### src/rtl/byte_serializer_pkg.sv
// -----------------------------------------------------------------------------
// byte_serializer_pkg
// Shared types and helpers for the byte serializer:
//   - ser_state_t : frame FSM states (idle, payload shift, parity slot)
//   - BIT_CNT_W   : bit counter width for the default 8-bit payload
//   - bit_cnt_width() : counter width for an arbitrary payload width
//   - parity_bit()    : even/odd parity over a (zero-extended) payload
// -----------------------------------------------------------------------------
package byte_serializer_pkg;

    typedef enum logic [1:0] {
        ST_IDLE   = 2'd0,
        ST_SHIFT  = 2'd1,
        ST_PARITY = 2'd2
    } ser_state_t;

    localparam int DATA_W_DEFAULT = 8;
    localparam int BIT_CNT_W      = $clog2(DATA_W_DEFAULT + 1);

    function automatic int bit_cnt_width(input int data_w);
        return $clog2(data_w + 1);
    endfunction

    // Zero-extension of the payload does not change its XOR reduction.
    function automatic logic parity_bit(input logic [63:0] data, input logic odd);
        return (^data) ^ odd;
    endfunction

endpackage

### src/rtl/ser_skid_buf.sv
// -----------------------------------------------------------------------------
// ser_skid_buf
// One-entry holding register in front of the serializer shifter.
// Ports:
//   clk, reset   : clock, async active-low reset
//   i_valid/i_data : upstream byte offer
//   i_busy       : serializer is mid-frame (not idle)
//   i_eof        : this edge ends the current frame
//   o_ready      : upstream may hand over a byte this cycle
//   o_accept     : handshake completes on this edge
//   o_full/o_data: buffered byte waiting for the next frame
// -----------------------------------------------------------------------------
module ser_skid_buf #(
    parameter int DATA_W = 8
) (
    input  logic              clk,
    input  logic              reset,
    input  logic              i_valid,
    input  logic [DATA_W-1:0] i_data,
    input  logic              i_busy,
    input  logic              i_eof,
    output logic              o_ready,
    output logic              o_accept,
    output logic              o_full,
    output logic [DATA_W-1:0] o_data
);

    logic              r_full;
    logic [DATA_W-1:0] r_data;

    // Ready drops while reset is asserted so nothing is taken during reset.
    assign o_ready  = reset & ~r_full;
    assign o_accept = i_valid & o_ready;
    assign o_full   = r_full;
    assign o_data   = r_data;

    // Buffer fill/drain: the serializer drains it at end-of-frame; a byte
    // offered mid-frame parks here. Idle or end-of-frame accepts bypass it.
    always_ff @(posedge clk or negedge reset) begin
        if (!reset) begin
            r_full <= 1'b0;
            r_data <= {DATA_W{1'b0}};
        end else if (i_eof && r_full) begin
            r_full <= 1'b0;
        end else if (o_accept && i_busy && !i_eof) begin
            r_full <= 1'b1;
            r_data <= i_data;
        end else begin
            r_full <= r_full;
        end
    end

endmodule

### src/rtl/byte_serializer.sv
// -----------------------------------------------------------------------------
// byte_serializer
// Serialises bytes from the nibble-swap stage onto a 1-bit output, one bit per
// bit_tick, with an optional trailing parity bit. A one-entry buffer lets the
// next frame start on the tick that ends the current one.
// Ports:
//   clk, reset           : clock, async active-low reset
//   in_data/in_valid/in_ready : byte input handshake
//   bit_tick             : advance the serial output by one bit
//   ser_out/ser_valid    : serial bit and its qualifier
//   ser_start/ser_last   : first payload bit / final bit of a frame
//   frame_cnt            : completed frames (wrapping)
// -----------------------------------------------------------------------------
module byte_serializer
    import byte_serializer_pkg::*;
#(
    parameter int DATA_W     = 8,
    parameter int LSB_FIRST  = 0,
    parameter int PARITY_EN  = 1,
    parameter int PARITY_ODD = 0
) (
    input  logic              clk,
    input  logic              reset,
    input  logic [DATA_W-1:0] in_data,
    input  logic              in_valid,
    output logic              in_ready,
    input  logic              bit_tick,
    output logic              ser_out,
    output logic              ser_valid,
    output logic              ser_start,
    output logic              ser_last,
    output logic [15:0]       frame_cnt
);

    localparam int               CNT_W    = bit_cnt_width(DATA_W);
    localparam logic [CNT_W-1:0] LAST_CNT = CNT_W'(DATA_W - 1);
    localparam logic [CNT_W-1:0] CNT_ONE  = CNT_W'(1);
    localparam logic             LSB_B    = (LSB_FIRST != 0);
    localparam logic             PAR_EN_B = (PARITY_EN != 0);
    localparam logic             PAR_ODD_B = (PARITY_ODD != 0);

    ser_state_t        r_state,     w_state_nxt;
    logic [DATA_W-1:0] r_shift,     w_shift_nxt;
    logic [CNT_W-1:0]  r_bit_cnt,   w_cnt_nxt;
    logic              r_par,       w_par_nxt;
    logic [15:0]       r_frame_cnt, w_fc_nxt;

    logic              w_accept;
    logic              w_buf_full;
    logic [DATA_W-1:0] w_buf_data;
    logic              w_busy;
    logic              w_at_last;
    logic              w_eof;
    logic              w_load;
    logic [DATA_W-1:0] w_load_data;
    logic [DATA_W-1:0] w_shifted;
    logic              w_cur_bit;

    assign w_busy    = (r_state != ST_IDLE);
    assign w_at_last = (r_bit_cnt == LAST_CNT);
    // End-of-frame is the tick on the final bit: parity slot, or last payload
    // bit when no parity is appended.
    assign w_eof     = bit_tick & ((r_state == ST_PARITY) |
                                   ((r_state == ST_SHIFT) & w_at_last & ~PAR_EN_B));
    assign w_shifted = LSB_B ? (r_shift >> 1'b1) : (r_shift << 1'b1);
    assign w_cur_bit = LSB_B ? r_shift[0] : r_shift[DATA_W-1];

    ser_skid_buf #(.DATA_W(DATA_W)) u_skid (
        .clk      (clk),
        .reset    (reset),
        .i_valid  (in_valid),
        .i_data   (in_data),
        .i_busy   (w_busy),
        .i_eof    (w_eof),
        .o_ready  (in_ready),
        .o_accept (w_accept),
        .o_full   (w_buf_full),
        .o_data   (w_buf_data)
    );

    // Next-state: per-state shifting, then end-of-frame reload, then the
    // common load action (new frame always starts at bit 0 in SHIFT).
    always_comb begin
        w_state_nxt = r_state;
        w_shift_nxt = r_shift;
        w_cnt_nxt   = r_bit_cnt;
        w_par_nxt   = r_par;
        w_fc_nxt    = r_frame_cnt;
        w_load      = 1'b0;
        w_load_data = in_data;

        case (r_state)
            ST_IDLE: begin
                if (w_accept) begin
                    w_load = 1'b1;
                end else begin
                    w_load = 1'b0;
                end
            end
            ST_SHIFT: begin
                if (bit_tick) begin
                    w_shift_nxt = w_shifted;
                    w_cnt_nxt   = r_bit_cnt + CNT_ONE;
                    if (w_at_last && PAR_EN_B) begin
                        w_state_nxt = ST_PARITY;
                    end else begin
                        w_state_nxt = r_state;
                    end
                end else begin
                    w_state_nxt = r_state;
                end
            end
            ST_PARITY: begin
                w_state_nxt = r_state;
            end
            default: begin
                w_state_nxt = ST_IDLE;
            end
        endcase

        if (w_eof) begin
            w_fc_nxt = r_frame_cnt + 16'd1;
            if (w_buf_full) begin
                w_load      = 1'b1;
                w_load_data = w_buf_data;
            end else if (w_accept) begin
                w_load      = 1'b1;
                w_load_data = in_data;
            end else begin
                w_state_nxt = ST_IDLE;
            end
        end else begin
            w_fc_nxt = r_frame_cnt;
        end

        // Parity is latched from the byte as loaded, independent of shifting.
        if (w_load) begin
            w_shift_nxt = w_load_data;
            w_cnt_nxt   = {CNT_W{1'b0}};
            w_par_nxt   = parity_bit(64'(w_load_data), PAR_ODD_B);
            w_state_nxt = ST_SHIFT;
        end else begin
            w_shift_nxt = w_shift_nxt;
        end
    end

    // Frame state registers.
    always_ff @(posedge clk or negedge reset) begin
        if (!reset) begin
            r_state     <= ST_IDLE;
            r_shift     <= {DATA_W{1'b0}};
            r_bit_cnt   <= {CNT_W{1'b0}};
            r_par       <= 1'b0;
            r_frame_cnt <= 16'd0;
        end else begin
            r_state     <= w_state_nxt;
            r_shift     <= w_shift_nxt;
            r_bit_cnt   <= w_cnt_nxt;
            r_par       <= w_par_nxt;
            r_frame_cnt <= w_fc_nxt;
        end
    end

    // Serial outputs decode registered state only.
    assign ser_valid = (r_state == ST_SHIFT) | (r_state == ST_PARITY);
    assign ser_out   = ((r_state == ST_SHIFT) & w_cur_bit) |
                       ((r_state == ST_PARITY) & r_par);
    assign ser_start = (r_state == ST_SHIFT) & (r_bit_cnt == {CNT_W{1'b0}});
    assign ser_last  = (r_state == ST_PARITY) |
                       ((r_state == ST_SHIFT) & w_at_last & ~PAR_EN_B);
    assign frame_cnt = r_frame_cnt;

endmodule

### config.mk
export PLATFORM = sky130hd
export DESIGN_NAME = byte_serializer
export DESIGN_NICKNAME = d
export VERILOG_FILES = /design/src/rtl/byte_serializer_pkg.sv /design/src/rtl/ser_skid_buf.sv /design/src/rtl/byte_serializer.sv
export SDC_FILE = /design/constraint.sdc
export NUM_CORES = 1
export LEC_CHECK = 0
export ABC_AREA = 1
export CAP_MARGIN = 20
export CORE_MARGIN = 4
export CORE_UTILIZATION = 45
export CTS_CLUSTER_DIAMETER = 60
export DETAILED_ROUTE_END_ITERATION = 8
export GPL_ROUTABILITY_DRIVEN = 0
export PLACE_DENSITY_LB_ADDON = 0.05
export REMOVE_ABC_BUFFERS = 1
export SLEW_MARGIN = 20
export SYNTH_ARGS = -nofsm -noshare
export SYNTH_HDL_FRONTEND = slang
export SYNTH_SLANG_ARGS = --single-unit
### constraint.sdc
create_clock -name clk -period 3.3 [get_ports clk]
set_input_delay 0.66 -clock clk [delete_from_list [all_inputs] [get_ports clk]]
set_output_delay 0.66 -clock clk [all_outputs]
set_load 0.02 [all_outputs]
==> impl_results.md, run 1 <==
- # DRC: 0
- CP startpoint kind: flip-flop
- PnR worst setup slack: 630 ps
- Final cell count without fillers: 400
- Final nets: between 300 and 400
- Vias/cell: slightly below 5
- CTS tree: done
- Post-Synthesis Cells: 298
- TritonRoute pass-1 iters: 4
- Commonest cells after routing, fill and taps aside: nand2_1 (105), dfrtp_1 (40), inv_1 (37)
- Reg2reg end: r_par
- Slew headroom: 63.5%
- ANT cells: 0
- Die area: 6410 um2
- Critical path arrival: 2010 ps
- Wire length per cell: 12.2 um
- Most common cell after layout, fill and taps aside: nand2_1
- Final worst-path cycle share: between 80% and 90%
- Mapped Area: 2340 um2
- Worst Path Class, Setup: reg -> out
- Simple-gate share of the synthesized area: 32.3%
- Post-synthesis mux area share: 0%
- DR vias: 1986
- Synth Area in Compound Gates: 6.86%
- Initial antenna violation count: 0
- CP max stage cell: clkdlybuf4s50_1
- HP Class: in -> async
- Yosys Warn Count: 0
- Final TNS setup: 0 ps
- Clock root buffer: clkbuf_8
- Core box area: 4880 um2
- Max FO, Critical Path: 17
- GR Overflow Total: 0
- Fill count: 474
- #FFs+latches synth: 40
- Floorplan row count: 25
- Mapped Avg Cell Area: 7.84 um2
- Most used DFF post-synth: dfrtp_1
- Pwr per Cell Area: 623 nW/um2
- Final setup violation count: 0
- Initial DRC count: 107
- CTS clk-pin slew, worst paths: 90 ps
- Wirelength, routed: 4870 um
- DP Worst Slack: 482 ps
- First-pass GRT wire length: 8610 um
- Number of H-tree levels: 2
- Async S/R FF share, synth: 100%
- Leak: 1.46 nW
- DPL Wire Length: 3630 um
- Design Power: roughly 1.8 mW
- Post-synth EDFFs: 0
- Fraction of layout cells with a size suffix above 1: 8.11%
- Die height: 80.1 um
- Hold-fix buffers, CTS: 0
- Largest stage delay on the critical path: about 600 ps
- RSZ-0062 raised after global routing: no
- Slew Limit Fails: 0
- Worst-Skew Late Latency: 290 ps
- Tmin final: about 2700 ps
- Final Hold Fails: 0
- Main combinational cell family by area after synthesis: simple AND/OR/NAND/NOR gates
- Layout area overhead: 20.9%
- Post-CTS resize count: 0
- Pin count of the biggest net entering global routing: 41
- Peak VDD IR: roughly 0.00032 V
- Buffer and inverter count on the worst path: 3
- Cell family with most CP delay: buffers and inverters
- Max-cap check violation count: 0
- Max Root-Sink Buffers: 2
- Postcts setup bufs: 0
- Starting density of the core: a little under half
- Critical Path Sink Type: output port
- Die width: approximately 80 um
- Clock Sinks: 40
- DP Cell Count: 392
- Worst Tran Pin Value: 546 ps
- Reg2reg start: r_state[0]
- Cell depth of the worst flop-to-flop path: 12
- Adder-cell share of the synthesized area: 3.75%
- Post-Synth XOR/XNOR Area: between 5 and 6%
- Register area share after synthesis: 42.8%
- I/O Buffers: 32
- Overall Global Routing Usage: 17.0%
- Peak Freq: roughly 370 MHz
- Critical Path, Cell by Cell: inv_1, ha_1, buf_4, a22o_1, clkdlybuf4s50_1
- R2R Setup Slk: between 1000 and 1500 ps
- Synth unique cells: 32
- Required @ worst endpoint: about 2600 ps
- Status: completed
- IO Pins: 33
- CTS buffer count: 5
- Post-DRT Antenna Nets: 0
- Layout Skew: 5.64 ps
- Vias in the first global route: between 1.5k and 2k
-- worst max-delay path by stage --
| stage | start | to | slack (ps) | cells past startpoint |
|---|---|---|---|---|
| 5_1_grt | r_state[0] | ser_out | 500 | 5 |
| 6_report | r_state[0] | ser_out | 630 | 5 |
| 4_1_cts | r_state[0] | ser_out | 620 | 5 |
| 2_1_floorplan | r_state[0] | r_bit_cnt[2] | 860 | 10 |
| 3_5_place_dp | bit_tick | r_par | 480 | 10 |
| 3_3_place_gp | bit_tick | r_par | 520 | 10 |
-- sequential cells by signal (all words and copies together), names as in the netlist --
signal,cells
frame_cnt,16
r_bit_cnt,4
r_par,1
r_shift,8
r_state,2
u_skid.o_data,8
u_skid.o_full,1
-- report_power, final --
group	internal [mW]	switching [mW]
logic	0.239	0.367
clock network	0.228	0.183
registers	0.631	0.115
total	1.10	0.664
-- synthesized netlist by cell type (2+ instances only) --
cell	count	area (um2)
nand2_1	105	394
dfrtp_1	40	1000
inv_1	37	139
nand3_1	15	75.1
nand4_1	13	81.3
nor2_1	11	41.3
xor2_1	11	96.3
o21ai_0	10	50.1
ha_1	7	87.6
o211ai_1	7	52.6
buf_2	5	25.0
nor2_4	4	45.0
nor3_1	4	20.0
xnor2_1	4	35.0
o21ai_1	3	15.0
a21oi_1	2	10.0
buf_4	2	15.0
nand2_2	2	12.5
nand3_2	2	20.0
o221ai_1	2	17.5
-- layer usage --
metal	share of wire (%)	track usage, %	wire, um	up-vias
met5	0	0	0	-
met4	0.64	4.22	31	0
met3	4.7	3.92	228	4
met2	44	25.6	2160	55
met1	50	24.6	2450	908
li1	-	-	-	1019
-- metrics by stage --
step	utilization [%]	hold WS [ps]	area [um2]
finish	57.9	472	2830
global route	57.9	502	2830
CTS	57.9	480	2830
detailed placement	55.5	468	2710
global placement	55.5	461	2710
floorplan	-	364	2280
-- area by class of cell --
cell class	count	area, um2	area share, %
Inverter	39	146	5.18
Sequential cell	40	1000	35.4
Clock inverter	3	46.3	1.64
Tap cell	67	83.8	2.97
Timing Repair Buffer	36	345	12.2
Clock buffer	5	68.8	2.44
Multi-Input combinational cell	210	1130	40.1
-- worst register-to-register path, delay by kind of cell (launching register included) --
family	cells	cell delay, ps
DFF	1	410
adders and majority gates	1	170
and+or+nand+nor	8	780
AOI/OAI and AO/OA	1	380
buffers and inverters	2	360
-- cell families after synthesis --
family                   after synthesis
adder cells (fa/ha/maj)                7
buffers and inverters                 48
flip-flops                            40
AO/OA/AOI/OAI                         26
AND/OR/NAND/NOR                      162
XOR/XNOR                              15
Power figures use the tool's default switching activity.
==> inputs of run 2 (changes only) <==
Clock period 3.3 ns to 2.2 ns, I/O delays scaled along.
==> run 2 against run 1 <==
Global-route usage is 0.35 points higher. First-iteration DRC count is 1.9% lower. Sequential share of layout area is 0.71 points lower. Clock power is 19% higher. Non-clock buffer count is 10 higher. Utilization is 1.2 points higher. Clock skew is 1.4 ps lower. Critical path depth is 1 lower. Cell count is 2.5% higher. Final area is 2.0% higher. Power is 46% higher. Setup slack worse by 480 ps.
==> impl_results.md, run 2 (same netlist as run 1, synthesis figures left out) <==
- Starting density of the core: 47.9%
- Core Util, Final: 59.1%
- Worst-Skew Late Latency: roughly 300 ps
- Fraction of layout cells with a size suffix above 1: 11.7%
- ANT cells: 0
- Slew Limit Fails: 0
- Pin count of the biggest net entering global routing: 41
- Pwr per Cell Area: 893 nW/um2
- Die width: about 80 um
- Overall Global Routing Usage: roughly 17%
- Max-cap check violation count: 0
- DR vias: between 1.5k and 2k
- Most common cell after layout, fill and taps aside: nand2_1
- Tmin final: slightly above 2000 ps
- CP startpoint kind: flip-flop
- Placed Area: approximately 2800 um2
- Number of H-tree levels: 2
- Clock root buffer: clkbuf_8
- CTS tree: done
- Final worst-path cycle share: between 90% and 100%
- Max Root-Sink Buffers: 2
- Postcts setup bufs: 0
- Layout area overhead: 23.4%
- TritonRoute pass-1 iters: 4
- Worst Path Class, Setup: reg -> out
- # DRC: 0
- Hold-fix buffers, CTS: 0
- PnR worst setup slack: 149 ps
- Post-DRT Antenna Nets: 0
- Status: completed
- CTS buffer count: 5
- IO Pins: 33
- I/O Buffers: 32
- CTS clk-pin slew, worst paths: 80 ps
- Die area: around 6400 um2
- Leak: about 1.5 nW
- First-pass GRT wire length: 8760 um
- Max FFs per register: 16
- Wirelength, routed: 5000 um
- Slew headroom: 66.8%
- RSZ-0062 raised after global routing: no
- Final nets: about 360
- DPL Wire Length: 3770 um
- Final setup violation count: 0
- Wire length per cell: 12.2 um
- Initial DRC count: between 100 and 150
- Vias in the first global route: 1910
- Max FO, Critical Path: 5
- Critical path arrival: around 1600 ps
- DP Worst Slack: 43.6 ps
- Floorplan row count: 25
- Commonest cells after routing, fill and taps aside: nand2_1 (105), dfrtp_1 (40), inv_1 (37)
- Required @ worst endpoint: about 1800 ps
- Clock Sinks: 40
- Met3 Use GR: 4.04%
- Cell depth of the worst flop-to-flop path: 14
- Worst Tran Pin Value: 498 ps
- Die height: 80.1 um
- GR Util met2: 27.4%
- Most Used Layer, Global Route: met2
- Initial antenna violation count: 0
- Critical Path Sink Type: output port
- Met1 Track Usage GR: 23.8%
- GR Overflow Total: 0
- Final Instance Area: 2880 um2
- Vias/cell: 4.87
- HP Class: in -> async
- Peak VDD IR: roughly 0.00056 V
- Final Hold Fails: 0
- Core box area: 4880 um2
- Peak Freq: 488 MHz
- Layout Skew: 4.20 ps
[run 2: cell count changes in the layout (fill, tap and decap cells not counted), sizes merged]
cell	delta
inv	-1
bufinv	-1
clkdlybuf4s50	-4
clkbuf	+1
buf	+10
clkinvlp	-1
dlygate4sd2	+2
dlymetal6s2s	+1
clkinv	+3
[run 2: what timing repair did]
item | 4_1_cts | 5_1_grt
pin swaps | 0 | 0
gates resized for setup | 4 | 6
setup endpoints to repair | 3 | 3
[run 2: per-stage QoR]
stage	hold WS [ps]	setup TNS [ps]	total power, mW	cells
floorplan	144	-2220	1.71	289
finish	219	0	2.57	410
detailed placement	475	0	2.10	402
CTS	245	0	2.59	410
global route	255	0	2.80	410
global placement	468	0	2.09	402
[run 2: layout make-up]
cell class / instances / area [um2]
Clock buffer: 5 / 68.8
Inverter: 39 / 146
Tap cell: 67 / 83.8
Sequential cell: 40 / 1000
Timing Repair Buffer: 46 / 415
Clock inverter: 3 / 18.8
Multi-Input combinational cell: 210 / 1150
Fill cell: 464 / 2000
[run 2: final timing paths]
| kind | to | from | slack (ps) |
|---|---|---|---|
| min reg2reg | frame_cnt[15] | frame_cnt[15] | 490 |
| min | r_shift[3] | reset | 220 |
| max in group asynchronous | u_skid.o_data[4] | reset | 1640 |
| max reg2reg | r_par | r_state[0] | 230 |
| min in group clk | frame_cnt[15] | frame_cnt[15] | 490 |
| max | ser_out | r_state[1] | 150 |
[run 2: critical path: stages (launching register included)]
cell	delay, ps
dfrtp_1	440
inv_1	110
ha_1	250
a22o_1	200
dlygate4sd2_1	320
[run 2: power breakdown]
part	total [mW]	switching, mW	internal, mW
clock network	0.489	0.268	0.221
logic	0.992	0.596	0.396
registers	1.09	0.147	0.946
total	2.57	1.01	1.56
[run 2: per-layer routing]
metal / share of wire, % / vias up / wire length, um
met2: 45 / 38 / 2270
met4: 0.42 / 0 / 21
met1: 49 / 919 / 2470
met3: 4.7 / 2 / 233
met5: 0 / - / 0
li1: - / 1036 / -
